File: config.mk
export PLATFORM = sky130hd
export DESIGN_NAME = muldiv_sequencer_flat
export DESIGN_NICKNAME = d
export VERILOG_FILES = /design/src/rtl/muldiv_sequencer_if.sv /design/src/rtl/muldiv_sequencer.sv /design/src/flat_wrapper.sv
export SDC_FILE = /design/constraint.sdc
export NUM_CORES = 1
export LEC_CHECK = 0
export CAP_MARGIN = 10
export CORE_UTILIZATION = 59
export CTS_CLUSTER_SIZE = 8
export DETAILED_ROUTE_END_ITERATION = 12
export PLACE_DENSITY = 0.83
export SLEW_MARGIN = 20
export SYNTH_ARGS = -nofsm -noshare
export SYNTH_HDL_FRONTEND = slang
export SYNTH_SLANG_ARGS = --single-unit
export TNS_END_PERCENT = 10
File: constraint.sdc
create_clock -name i_clk -period 3.48 [get_ports i_clk]
set_input_delay 0.696 -clock i_clk [delete_from_list [all_inputs] [get_ports i_clk]]
set_output_delay 0.696 -clock i_clk [all_outputs]
set_load 0.05 [all_outputs]
File: src/rtl/muldiv_sequencer_if.sv
// Handshake/data bundle between the EX stage and the multiply/divide sequencer.
interface muldiv_sequencer_if #(
  parameter int unsigned XLEN = 32
);
  logic            i_valid;
  logic            i_flush;
  logic [5:0]      i_opcode;
  logic [5:0]      i_func_code;
  logic [XLEN-1:0] i_rs_data;
  logic [XLEN-1:0] i_rt_data;
  logic            o_busy;
  logic            o_stall;
  logic [XLEN-1:0] o_mf_data;
  logic [XLEN-1:0] o_hi;
  logic [XLEN-1:0] o_lo;

  modport master (
    output i_valid, i_flush, i_opcode, i_func_code, i_rs_data, i_rt_data,
    input  o_busy, o_stall, o_mf_data, o_hi, o_lo
  );

  modport slave (
    input  i_valid, i_flush, i_opcode, i_func_code, i_rs_data, i_rt_data,
    output o_busy, o_stall, o_mf_data, o_hi, o_lo
  );
endinterface

File: src/rtl/muldiv_sequencer.sv
// Multi-cycle MULT/MULTU/DIV/DIVU sequencer owning HI/LO; shift-add multiply, restoring divide.
// Optional MADD/MADDU accumulate is enabled by defining MULDIV_MADD_EN.
module muldiv_sequencer #(
  parameter int unsigned XLEN = 32,
  parameter int unsigned ITER = 32
) (
  input logic           i_clk,
  input logic           i_rst_n,
  muldiv_sequencer_if.slave bus
);
  localparam logic [1:0] S_IDLE  = 2'd0;
  localparam logic [1:0] S_RUN   = 2'd1;
  localparam logic [1:0] S_FIXUP = 2'd2;

  localparam logic [5:0] OP_SPECIAL = 6'h00;
  localparam logic [5:0] FN_MFHI    = 6'h10;
  localparam logic [5:0] FN_MTHI    = 6'h11;
  localparam logic [5:0] FN_MFLO    = 6'h12;
  localparam logic [5:0] FN_MTLO    = 6'h13;
  localparam logic [5:0] FN_MULT    = 6'h18;
  localparam logic [5:0] FN_MULTU   = 6'h19;
  localparam logic [5:0] FN_DIV     = 6'h1A;
  localparam logic [5:0] FN_DIVU    = 6'h1B;
`ifdef MULDIV_MADD_EN
  localparam logic [5:0] OP_MADD    = 6'h1C;
  localparam logic [5:0] FN_MADD    = 6'h00;
  localparam logic [5:0] FN_MADDU   = 6'h01;
`endif
  localparam int unsigned CW = $clog2(ITER);

  logic [1:0]        state_q, state_d;
  logic [CW-1:0]     count_q, count_d;
  logic [XLEN-1:0]   hi_q, hi_d, lo_q, lo_d, opnd_q, opnd_d;
  logic [2*XLEN-1:0] acc_q, acc_d;
  logic              div_q, div_d, negq_q, negq_d, negr_q, negr_d;
`ifdef MULDIV_MADD_EN
  logic              madd_q, madd_d;
`endif

  logic              special, is_mfhi, is_mflo, is_mthi, is_mtlo, is_mul, is_div, is_madd;
  logic              sgn, rs_neg, rt_neg, busy, stall, take;
  logic [XLEN-1:0]   rs_mag, rt_mag, mf_data;
  logic [XLEN:0]     mul_sum, div_sh;
  logic [XLEN+1:0]   div_diff;
  logic [2*XLEN-1:0] prod;

  always_comb begin
    special = bus.i_opcode == OP_SPECIAL;
    is_mfhi = special && bus.i_func_code == FN_MFHI;
    is_mflo = special && bus.i_func_code == FN_MFLO;
    is_mthi = special && bus.i_func_code == FN_MTHI;
    is_mtlo = special && bus.i_func_code == FN_MTLO;
    is_mul  = special && (bus.i_func_code == FN_MULT || bus.i_func_code == FN_MULTU);
    is_div  = special && (bus.i_func_code == FN_DIV || bus.i_func_code == FN_DIVU);
`ifdef MULDIV_MADD_EN
    is_madd = bus.i_opcode == OP_MADD &&
              (bus.i_func_code == FN_MADD || bus.i_func_code == FN_MADDU);
`else
    is_madd = 1'b0;
`endif
    // Every supported encoding uses an even function code for the signed form.
    sgn    = ~bus.i_func_code[0];
    rs_neg = sgn & bus.i_rs_data[XLEN-1];
    rt_neg = sgn & bus.i_rt_data[XLEN-1];
    rs_mag = rs_neg ? -bus.i_rs_data : bus.i_rs_data;
    rt_mag = rt_neg ? -bus.i_rt_data : bus.i_rt_data;

    busy  = state_q != S_IDLE;
    stall = bus.i_valid && !bus.i_flush && busy &&
            (is_mfhi || is_mflo || is_mthi || is_mtlo || is_mul || is_div || is_madd);
    take  = bus.i_valid && !bus.i_flush && !stall;

    mf_data = '0;
    if (is_mfhi)      mf_data = hi_q;
    else if (is_mflo) mf_data = lo_q;
  end

  always_comb begin
    state_d = state_q;
    count_d = count_q;
    hi_d    = hi_q;
    lo_d    = lo_q;
    opnd_d  = opnd_q;
    acc_d   = acc_q;
    div_d   = div_q;
    negq_d  = negq_q;
    negr_d  = negr_q;
`ifdef MULDIV_MADD_EN
    madd_d  = madd_q;
`endif
    mul_sum  = {1'b0, acc_q[2*XLEN-1:XLEN]} + (acc_q[0] ? {1'b0, opnd_q} : '0);
    div_sh   = {acc_q[2*XLEN-1:XLEN], acc_q[XLEN-1]};
    div_diff = {1'b0, div_sh} - {2'b00, opnd_q};
    prod     = negq_q ? -acc_q : acc_q;

    case (state_q)
      S_IDLE: begin
        if (take && (is_mul || is_madd)) begin
          acc_d   = {{XLEN{1'b0}}, rt_mag};
          opnd_d  = rs_mag;
          negq_d  = rs_neg ^ rt_neg;
          negr_d  = 1'b0;
          div_d   = 1'b0;
          count_d = '0;
          state_d = S_RUN;
`ifdef MULDIV_MADD_EN
          madd_d  = is_madd;
`endif
        end else if (take && is_div) begin
          div_d   = 1'b1;
          count_d = '0;
`ifdef MULDIV_MADD_EN
          madd_d  = 1'b0;
`endif
          // Divide-by-zero result is preloaded so FIXUP writes it unmodified.
          if (bus.i_rt_data == '0) begin
            acc_d   = {bus.i_rs_data, {XLEN{1'b1}}};
            negq_d  = 1'b0;
            negr_d  = 1'b0;
            state_d = S_FIXUP;
          end else begin
            acc_d   = {{XLEN{1'b0}}, rs_mag};
            opnd_d  = rt_mag;
            negq_d  = rs_neg ^ rt_neg;
            negr_d  = rs_neg;
            state_d = S_RUN;
          end
        end else if (take && is_mthi) begin
          hi_d = bus.i_rs_data;
        end else if (take && is_mtlo) begin
          lo_d = bus.i_rs_data;
        end
      end
      S_RUN: begin
        count_d = count_q + 1'b1;
        if (div_q) begin
          if (!div_diff[XLEN+1])
            acc_d = {div_diff[XLEN-1:0], acc_q[XLEN-2:0], 1'b1};
          else
            acc_d = {div_sh[XLEN-1:0], acc_q[XLEN-2:0], 1'b0};
        end else begin
          acc_d = {mul_sum, acc_q[XLEN-1:1]};
        end
        if (count_q == CW'(ITER - 1)) state_d = S_FIXUP;
      end
      S_FIXUP: begin
        state_d = S_IDLE;
        if (div_q) begin
          lo_d = negq_q ? -acc_q[XLEN-1:0] : acc_q[XLEN-1:0];
          hi_d = negr_q ? -acc_q[2*XLEN-1:XLEN] : acc_q[2*XLEN-1:XLEN];
        end else begin
`ifdef MULDIV_MADD_EN
          if (madd_q) {hi_d, lo_d} = {hi_q, lo_q} + prod;
          else        {hi_d, lo_d} = prod;
`else
          {hi_d, lo_d} = prod;
`endif
        end
      end
      default: state_d = S_IDLE;
    endcase
  end

  always_ff @(posedge i_clk or negedge i_rst_n) begin
    if (!i_rst_n) begin
      state_q <= S_IDLE;
      count_q <= '0;
      hi_q    <= '0;
      lo_q    <= '0;
      opnd_q  <= '0;
      acc_q   <= '0;
      div_q   <= 1'b0;
      negq_q  <= 1'b0;
      negr_q  <= 1'b0;
`ifdef MULDIV_MADD_EN
      madd_q  <= 1'b0;
`endif
    end else begin
      state_q <= state_d;
      count_q <= count_d;
      hi_q    <= hi_d;
      lo_q    <= lo_d;
      opnd_q  <= opnd_d;
      acc_q   <= acc_d;
      div_q   <= div_d;
      negq_q  <= negq_d;
      negr_q  <= negr_d;
`ifdef MULDIV_MADD_EN
      madd_q  <= madd_d;
`endif
    end
  end

  assign bus.o_busy    = busy;
  assign bus.o_stall   = stall;
  assign bus.o_mf_data = mf_data;
  assign bus.o_hi      = hi_q;
  assign bus.o_lo      = lo_q;
endmodule

File: src/flat_wrapper.sv
// flat-port wrapper written by rule: the top's interface ports become plain ports
module muldiv_sequencer_flat 
#(
  parameter int unsigned XLEN = 32,
  parameter int unsigned ITER = 32
)
  (i_clk, i_rst_n, bus_i_valid, bus_i_flush, bus_i_opcode, bus_i_func_code, bus_i_rs_data, bus_i_rt_data, bus_o_busy, bus_o_stall, bus_o_mf_data, bus_o_hi, bus_o_lo);
  muldiv_sequencer_if #(.XLEN(XLEN)) bus_i ();
  input logic i_clk;
  input logic i_rst_n;
  input wire logic [$bits(bus_i.i_valid)-1:0] bus_i_valid;
  input wire logic [$bits(bus_i.i_flush)-1:0] bus_i_flush;
  input wire logic [$bits(bus_i.i_opcode)-1:0] bus_i_opcode;
  input wire logic [$bits(bus_i.i_func_code)-1:0] bus_i_func_code;
  input wire logic [$bits(bus_i.i_rs_data)-1:0] bus_i_rs_data;
  input wire logic [$bits(bus_i.i_rt_data)-1:0] bus_i_rt_data;
  output wire logic [$bits(bus_i.o_busy)-1:0] bus_o_busy;
  output wire logic [$bits(bus_i.o_stall)-1:0] bus_o_stall;
  output wire logic [$bits(bus_i.o_mf_data)-1:0] bus_o_mf_data;
  output wire logic [$bits(bus_i.o_hi)-1:0] bus_o_hi;
  output wire logic [$bits(bus_i.o_lo)-1:0] bus_o_lo;
  assign bus_i.i_valid = bus_i_valid;
  assign bus_i.i_flush = bus_i_flush;
  assign bus_i.i_opcode = bus_i_opcode;
  assign bus_i.i_func_code = bus_i_func_code;
  assign bus_i.i_rs_data = bus_i_rs_data;
  assign bus_i.i_rt_data = bus_i_rt_data;
  assign bus_o_busy = bus_i.o_busy;
  assign bus_o_stall = bus_i.o_stall;
  assign bus_o_mf_data = bus_i.o_mf_data;
  assign bus_o_hi = bus_i.o_hi;
  assign bus_o_lo = bus_i.o_lo;
  muldiv_sequencer #(.XLEN(XLEN), .ITER(ITER)) u_core (.i_clk(i_clk), .i_rst_n(i_rst_n), .bus(bus_i));
endmodule
; ---- After elaboration in Yosys (flattened, before gate mapping)
; Cells that the tools add are included.
; Widths: inputs -> output; s select.
[word_totals]
in_bits = 80
out_inout_bits = 98
reg_bits = 170
wordCells = 120
[op_classes]
reduce_logical = 36
n_bitwise = 4
eq_ne = 19
mux = 44
add_sub_neg = 8
[ops]
columns = operator, n
row1 = $mux 32, 19
row2 = $mux 64, 6
row3 = $neg 32->32, 4
row4 = $pmux 32 s2, 2
row5 = $pmux 64 s2, 1
row6 = $neg 64->64, 1
row7 = $eq 6x5->1 const B, 8
row8 = $sub 33x32->34, 1
row9 = $add 32x33->33, 1
row10 = $logic_not 32->1, 1
row11 = $logic_and 1x1->1, 14
row12 = $mux 5, 2
row13 = $pmux 5 s2, 1
row14 = $mux 1, 8
row15 = $mux 2, 4
row16 = $ne 2x1->1 const B, 4
row17 = $reduce_bool 2->1, 4
row18 = $logic_or 1x1->1, 7
row19 = $logic_not 6->1, 1
row20 = $ne 2x2->1 const B, 3
row21 = $reduce_and 2->1, 3
row22 = $add 5x1->5 const B, 1
row23 = $eq 5x5->1 const B, 1
row24 = $reduce_and 5->1, 1
row25 = other kinds (11), 13

; ---- Longest topological paths before layout
; Gate-level depths: netlist of the first run.
[logic_depth]
depth_word = 16
mapped_depth = 14

; ---- Worst setup path after synthesis of the first run
; No wires, ideal clock.
[synth_timing]
kind = register to register
startpoint = reg u_core.acc_q[0]
endpoint = reg u_core.acc_q[45]
n_path_buf = 0
path_slack_ns = 0.299
arrival_time_ns = 3.055
stages_incl_launch_ff = 13
t_required_ns = 3.354
period_less_slack_ns = 3.181
path_cell_list = dfrtp_1 > and2_1 > ha_1 > fa_1 > a211oi_1 > nor3_1 > a211o_1 > a31o_2 > a41o_1 > o41ai_1 > xor2_1 > o22ai_1 > a221o_1
[synth_between]
elab_chain_cells = 4
[synth_rtl]
columns = element, line
row1 = from (decl), muldiv_sequencer.sv:34  ; logic [2*XLEN-1:0] acc_q, acc_d;
row2 = from (signal assigned), muldiv_sequencer.sv:171  ; acc_q <= '0;
row3 = from (signal assigned), muldiv_sequencer.sv:184  ; acc_q <= acc_d;
row4 = $mux 32, muldiv_sequencer.sv:91  ; mul_sum = {1'b0, acc_q[2*XLEN-1:XLEN]} + (acc_q[0] ? {1'b0, opnd_q} : '0);
row5 = $add 32x33->33, muldiv_sequencer.sv:91
row6 = $mux 64, muldiv_sequencer.sv:136  ; if (div_q) begin
row7 = $pmux 64 s2, muldiv_sequencer.sv:96  ; case (state_q)
; Every way passes these cells.
; A chain may end at the register's enable or synchronous reset.

; ---- Final worst setup path of the first run
[layout_timing]
startpoint = reg u_core.acc_q[31]
endpoint = reg u_core.acc_q[62]
[layout_between]
elab_chain_cells = 4
[layout_rtl]
columns = element, line
row1 = $sub 33x32->34, muldiv_sequencer.sv:93  ; div_diff = {1'b0, div_sh} - {2'b00, opnd_q};
row2 = $mux 64, muldiv_sequencer.sv:137  ; if (!div_diff[XLEN+1])
row3 = $mux 64, muldiv_sequencer.sv:136
row4 = $pmux 64 s2, muldiv_sequencer.sv:96
; Every way passes these cells.

==> results of run 1 <==
==> stage by stage <==
| stage | TNS, ns | std cells | utilization | hold WS (ns) |
|---|---|---|---|---|
| 2_1_floorplan | 0 | 2089 | - | 0.400 |
| 3_3_place_gp | -4.07 | 2709 | 0.745 | 0.468 |
| 3_5_place_dp | -12.06 | 2709 | 0.745 | 0.473 |
| 4_1_cts | 0 | 2741 | 0.769 | 0.258 |
| 5_1_grt | -0.227 | 2742 | 0.774 | 0.268 |
| 6_report | -0.0198 | 2742 | 0.774 | 0.226 |
==> logic make-up (layout without fill, tap and decap cells) <==
logic type                 Yosys count  after routing
and+or+nand+nor                    752            752
AOI/OAI and AO/OA                  607            607
muxes                              121            121
buffers and inverters              198            510
xor gates and xnor gates           169            169
DFF                                170            170
adders and majority gates           72             72
==> sequential cells by signal, indices dropped and copies added (netlist names) <==
name	count
u_core.acc_q	64
u_core.bus.o_hi	32
u_core.bus.o_lo	32
u_core.count_q	5
u_core.div_q	1
u_core.negq_q	1
u_core.negr_q	1
u_core.opnd_q	32
u_core.state_q	2
==> layout make-up <==
class	count	share of cell area
timing repair buffer	421	0.196
inverter	57	0.0103
sequential	170	0.205
clock inverter	14	0.00849
clock buffer	18	0.0211
tap	341	0.0205
multi-input combinational	1721	0.539
==> path summary, 6_finish.rpt <==
kind	to	from	slack, ns
worst max-delay path	u_core.acc_q[62]	u_core.acc_q[31]	-0.02
worst min-delay path	u_core.bus.o_lo[7]	i_rst_n	0.23
worst max register to register	u_core.acc_q[62]	u_core.acc_q[31]	-0.02
worst min register to register	u_core.opnd_q[1]	u_core.opnd_q[1]	0.49
max in group asynchronous	u_core.acc_q[25]	i_rst_n	2.39
min in group i_clk	u_core.opnd_q[1]	u_core.opnd_q[1]	0.49
==> Yosys cell counts (5+ instances only) <==
library cell	n	area, um2
a22oi_1	13	97.6
nand3_1	43	215
nor2b_1	13	81.3
a211o_1	5	43.8
a221oi_1	11	96.3
a31oi_1	71	444
nand2_1	291	1090
mux2i_1	92	921
a21oi_1	125	626
nor3_1	39	195
a21o_1	36	270
nand2b_1	11	68.8
clkbuf_1	105	394
nor2_1	214	803
o22ai_1	12	75.1
o21a_1	8	60.1
and3_1	14	87.6
a211oi_1	19	143
or2_2	6	37.5
nand4_1	14	87.6
mux2_2	28	315
o41ai_1	9	78.8
nor4_1	14	87.6
o21ai_1	20	100
xor2_1	60	526
or3_1	23	144
buf_1	11	41.3
buf_2	20	100
o31ai_1	20	150
or4_4	5	56.3
dfrtp_1	170	4250
o21ai_0	166	831
a311oi_1	6	52.6
o21bai_1	9	67.6
a221o_1	20	200
inv_1	57	214
xnor2_1	109	955
ha_1	70	876
or4_1	8	60.1
o211ai_1	14	105
and2_1	20	125
==> worst reg2reg max path: stages (launching register included) <==
cell,delay [ns]
dfrtp_1,0.48
inv_1,0.12
ha_1,0.20
inv_1,0.07
fa_1,0.39
a211oi_1,0.33
o21ai_1,0.22
a41o_1,0.32
o211ai_1,0.36
a31oi_1,0.17
or3_1,0.33
nand3_1,0.11
a21oi_1,0.07
a221o_1,0.25
==> routing by layer <==
layer,wire (um),up-vias
li1,-,8144
met1,24900,8837
met2,29600,1593
met3,10000,366
met4,4940,2
met5,13,-
==> power by group <==
group	internal, mW	switching [mW]
logic	0.841	1.19
registers	2.02	0.0828
clock network	1.05	1.00
total	3.92	2.28
==> what timing repair did <==
item                                    in CTS  in global routing
pin swaps                                    0                 18
cloned                                       0                  0
gates resized for setup                      3                 33
setup buffers                                0                  2
endpoints found under the setup margin       6                 32
==> impl_metrics.json, run 1 <==
{
  "outcome": "complete, but fails checks",
  "violations": "negative setup slack",
  "synth_seq_cells": 170,
  "rr_worst_depth": 13,
  "n_antenna_cell": 0,
  "rsz0062_at_grt": "true",
  "dieArea_um2": 27900,
  "area_delta_synth_final_pct": 29.2,
  "final_common_cell": "nand2_1",
  "yosys_warnings": 0,
  "cts_tree": "built",
  "max_slew.worst_pin.slew_ns": 0.921,
  "met1_usage": 0.609,
  "antenna_found_initial": 1,
  "crit_chain": "inv_1 -> ha_1 -> inv_1 -> fa_1 -> a211oi_1 -> o21ai_1 -> a41o_1 -> o211ai_1 -> a31oi_1 -> or3_1 -> nand3_1 -> a21oi_1 -> a221o_1",
  "drive_above_1_share": 0.170,
  "synth-compound-area-share": 0.240,
  "drt-total-wl_mm": 69.5,
  "multi_input_area_um2": 11200,
  "critPathSlowestCell": "dfrtp_1",
  "final_nets": 2540,
  "track_usage": 0.491,
  "critical_path_required_ns": 3.82,
  "cts_made_buffers": 17,
  "rows": 60,
  "fmax_ghz": 0.286,
  "synth_top_family_by_area": "compound AO/OA/AOI/OAI gates",
  "gp_congestion": 1.16,
  "drt_iter0_drc": 2619,
  "synthSimpleGateAreaFrac": 0.220,
  "cts_num_sinks": 170,
  "clock_skew_ns": 0.0263,
  "ys.flop_type": "dfrtp_1",
  "wire_per_inst_um": 25.3,
  "maxCapViolations": 0,
  "final.fill_count": 1942,
  "critical_path_peak_fanout": 3,
  "use_met2": 0.749,
  "max-vdd-ir-drop_mv": 0.258,
  "drc_errors": 0,
  "postSynth.asyncResetShare": 1.00,
  "seqCellArea_um2": 4260,
  "total_power_mw": 6.20,
  "hpwl_mm": 54.0,
  "setup.worst_path.start_class": "flop",
  "slowest_delay_ns": 0.48,
  "syn-cell-area_um2": 16100,
  "path_class": "flop to flop",
  "start_util": 0.599,
  "ios": 178,
  "clkLatencyLatePin_ns": 0.46,
  "vias": 18900,
  "critPathTopFamily": "compound AO/OA/AOI/OAI gates",
  "grt_busiest_layer": "met2",
  "grt_pass1_vias": 18000,
  "viasPerCell": 6.91,
  "synth_edf_count": 0,
  "fin_ws_ns": -0.0198,
  "numPortBuffers": 177,
  "cp.arrival_ns": 3.84,
  "ctsHoldBuffers": 0,
  "synthMuxAreaShare": 0.0775,
  "synth_cell_type_count": 91,
  "die_h_um": 167,
  "syn_area_per_cell_um2": 7.70,
  "fin_crit_ns": 3.50,
  "core-area_um2": 26900,
  "relSlewSlack": 0.386,
  "synthAdderAreaFrac": 0.0569,
  "fp.dieW_um": 167,
  "clkSlewWorstSetupHoldPaths_ns": 0.08,
  "crit_top_cell": "inv_1",
  "cts_max_level": 4,
  "endpoint_kind": "flop",
  "setup_viol": 1,
  "fin_crit_sh": 1.01,
  "ys_seq_area_frac": 0.264,
  "postSynthCellCount": 2089,
  "firstDrtPassIters": 6,
  "grt_max_degree": 63,
  "p_leak_nw": 9.08,
  "critical_path_buf_inv_count": 2,
  "grt_pass1_wl_mm": 104,
  "grt_overflow_total": 0,
  "holdCritPathClass": "primary input to async pin",
  "hold_viol_final": 0,
  "path_depth": 13,
  "pre_cts_ws_ns": -0.280,
  "finalInstanceArea_um2": 20800,
  "post_dp_cell_area_um2": 20000,
  "syn-num-nets": 2241,
  "ctsLongestPathBuffers": 2,
  "clockRootBuffer": "clkbuf_16",
  "antenna_left": 0,
  "final_cell_mix": "289 x nand2_1, 232 x buf_4, 212 x nor2_1",
  "p_per_area_nw_per_um2": 298,
  "synth-xor-area-share": 0.0920,
  "slew_violations": 0,
  "use_met3": 0.146
}
No activity file was read; power rests on OpenSTA's default activity.
==> inputs of run 2 (changes only) <==
PLACE_DENSITY = 0.82   (was 0.83)
==> impl_metrics.json, run 2 (same netlist as run 1, synthesis figures left out) <==
{
  "drc_errors": 0,
  "fin_crit_ns": 3.61,
  "hold_viol_final": 0,
  "final_nets": 2517,
  "fmax_ghz": 0.277,
  "clock_skew_ns": 0.0224,
  "rows": 60,
  "firstDrtPassIters": 7,
  "grt_pass1_wl_mm": 107,
  "setup.worst_path.start_class": "primary input",
  "max_slew.worst_pin.slew_ns": 1.07,
  "ctsLongestPathBuffers": 2,
  "max-vdd-ir-drop_mv": 0.284,
  "wl_met1_mm": 25.2,
  "critical_path_peak_fanout": 3,
  "wl_met3_mm": 10.4,
  "grt_pass1_vias": 17700,
  "wl_met2_mm": 29.9,
  "setup_viol": 2,
  "top_layer_used": "met4",
  "finalInstanceArea_um2": 20500,
  "clkSlewWorstSetupHoldPaths_ns": 0.08,
  "cts_tree": "built",
  "final_cell_mix": "291 x nand2_1, 213 x buf_4, 212 x nor2_1",
  "start_util": 0.599,
  "drive_above_1_share": 0.158,
  "slew_violations": 0,
  "largest-register": "u_core.acc_q",
  "area_delta_synth_final_pct": 27.6,
  "maxCapViolations": 0,
  "endpoint_kind": "flop",
  "grt_overflow_total": 0,
  "cp.arrival_ns": 3.94,
  "total_power_mw": 6.15,
  "holdCritPathClass": "primary input to async pin",
  "outcome": "complete, but fails checks",
  "path_class": "primary input to flop",
  "cts_max_level": 4,
  "viasPerCell": 6.91,
  "grt_max_degree": 92,
  "ctsHoldBuffers": 0,
  "numPortBuffers": 177,
  "critical_path_required_ns": 3.81,
  "core-area_um2": 26900,
  "ios": 178,
  "clockRootBuffer": "clkbuf_16",
  "holdWs_ns": 0.360,
  "vias": 18800,
  "gp_congestion": 1.07,
  "drt_iter0_drc": 2913,
  "violations": "negative setup slack",
  "post_dp_cell_area_um2": 19800,
  "antenna_found_initial": 3,
  "final_common_cell": "nand2_1",
  "die_h_um": 167,
  "antenna_left": 0,
  "fp.dieW_um": 167,
  "fin_crit_sh": 1.04,
  "relSlewSlack": 0.282,
  "hpwl_mm": 55.5,
  "largest_reg_flops": 64,
  "wire_per_inst_um": 26.6,
  "dieArea_um2": 27900,
  "fin_ws_ns": -0.134,
  "final.fill_count": 1976,
  "cts_made_buffers": 17,
  "p_leak_nw": 8.95,
  "drt-total-wl_mm": 72.3,
  "post_cts.repair.setup_buffers": 0,
  "cts_num_sinks": 170,
  "clkLatencyLatePin_ns": 0.46,
  "p_per_area_nw_per_um2": 300,
  "track_usage": 0.509
}
[run 2: cell types whose count changed in the layout (fill, tap and decap cells not counted), sizes merged]
cell and delta:
inv -1, buf -23, diode +4, clkinv +1
[run 2: where the power goes]
group | internal [mW] | total [mW] | switching, mW
Combinational | 0.852 | 2.08 | 1.23
Clock | 1.01 | 1.96 | 0.957
Sequential | 2.02 | 2.11 | 0.0843
[run 2: area by class of cell]
cell class	instances	area, um2	area share
diodes	4	10.0	0.000488
clock buffers	18	429	0.0209
clock inverters	14	139	0.00677
inverters	57	214	0.0104
multi-input cells	1721	11200	0.546
flip-flops and latches	170	4260	0.207
well taps	341	427	0.0208
repair buffers	398	3850	0.188
[run 2: per-layer routing]
metal,up-vias,global-route usage
li1,8075,-
met1,8787,0.619
met2,1548,0.750
met3,417,0.160
met4,0,0.399
met5,-,0
[run 2: what timing repair did]
| item | in CTS | in global routing |
|---|---|---|
| setup endpoints to repair | 5 | 28 |
| hold endpoints to repair | 0 | 0 |
| gates resized for setup | 6 | 23 |
| pin swaps | 0 | 3 |
[run 2: stage by stage]
| stage | cells | util | TNS [ns] | setup WS [ns] |
|---|---|---|---|---|
| after floorplan | 2089 | - | 0 | 0.299 |
| after global placement | 2687 | 0.737 | -1.73 | -0.250 |
| after detailed placement | 2687 | 0.737 | -5.51 | -0.220 |
| after CTS | 2719 | 0.759 | 0 | 0.0000719 |
| after global routing | 2719 | 0.763 | -0.00805 | -0.00805 |
| final | 2723 | 0.764 | -0.180 | -0.134 |
[run 2: path summary, 6_finish.rpt]
path | cells past startpoint | startpoint | endpoint | slack, ns
worst max-delay path | 8 | bus_i_rs_data[23] | u_core.acc_q[30] | -0.13
worst max register to register | 13 | u_core.opnd_q[18] | u_core.acc_q[50] | 0.09
worst min-delay path | 1 | i_rst_n | u_core.bus.o_lo[13] | 0.36
worst min register to register | 2 | u_core.opnd_q[25] | u_core.opnd_q[25] | 0.49
min in group i_clk | 2 | u_core.opnd_q[25] | u_core.opnd_q[25] | 0.49
max in group asynchronous | 2 | i_rst_n | u_core.bus.o_hi[31] | 2.26
[run 2: worst max-delay path, cell delays in order]
cell and delay (ns):
clkdlybuf4s50_1 0.70, or3_1 0.60, or3_1 0.52, nor3_1 0.58, a31oi_1 0.22, xnor2_1 0.26
a21oi_1 0.10, a221o_1 0.26
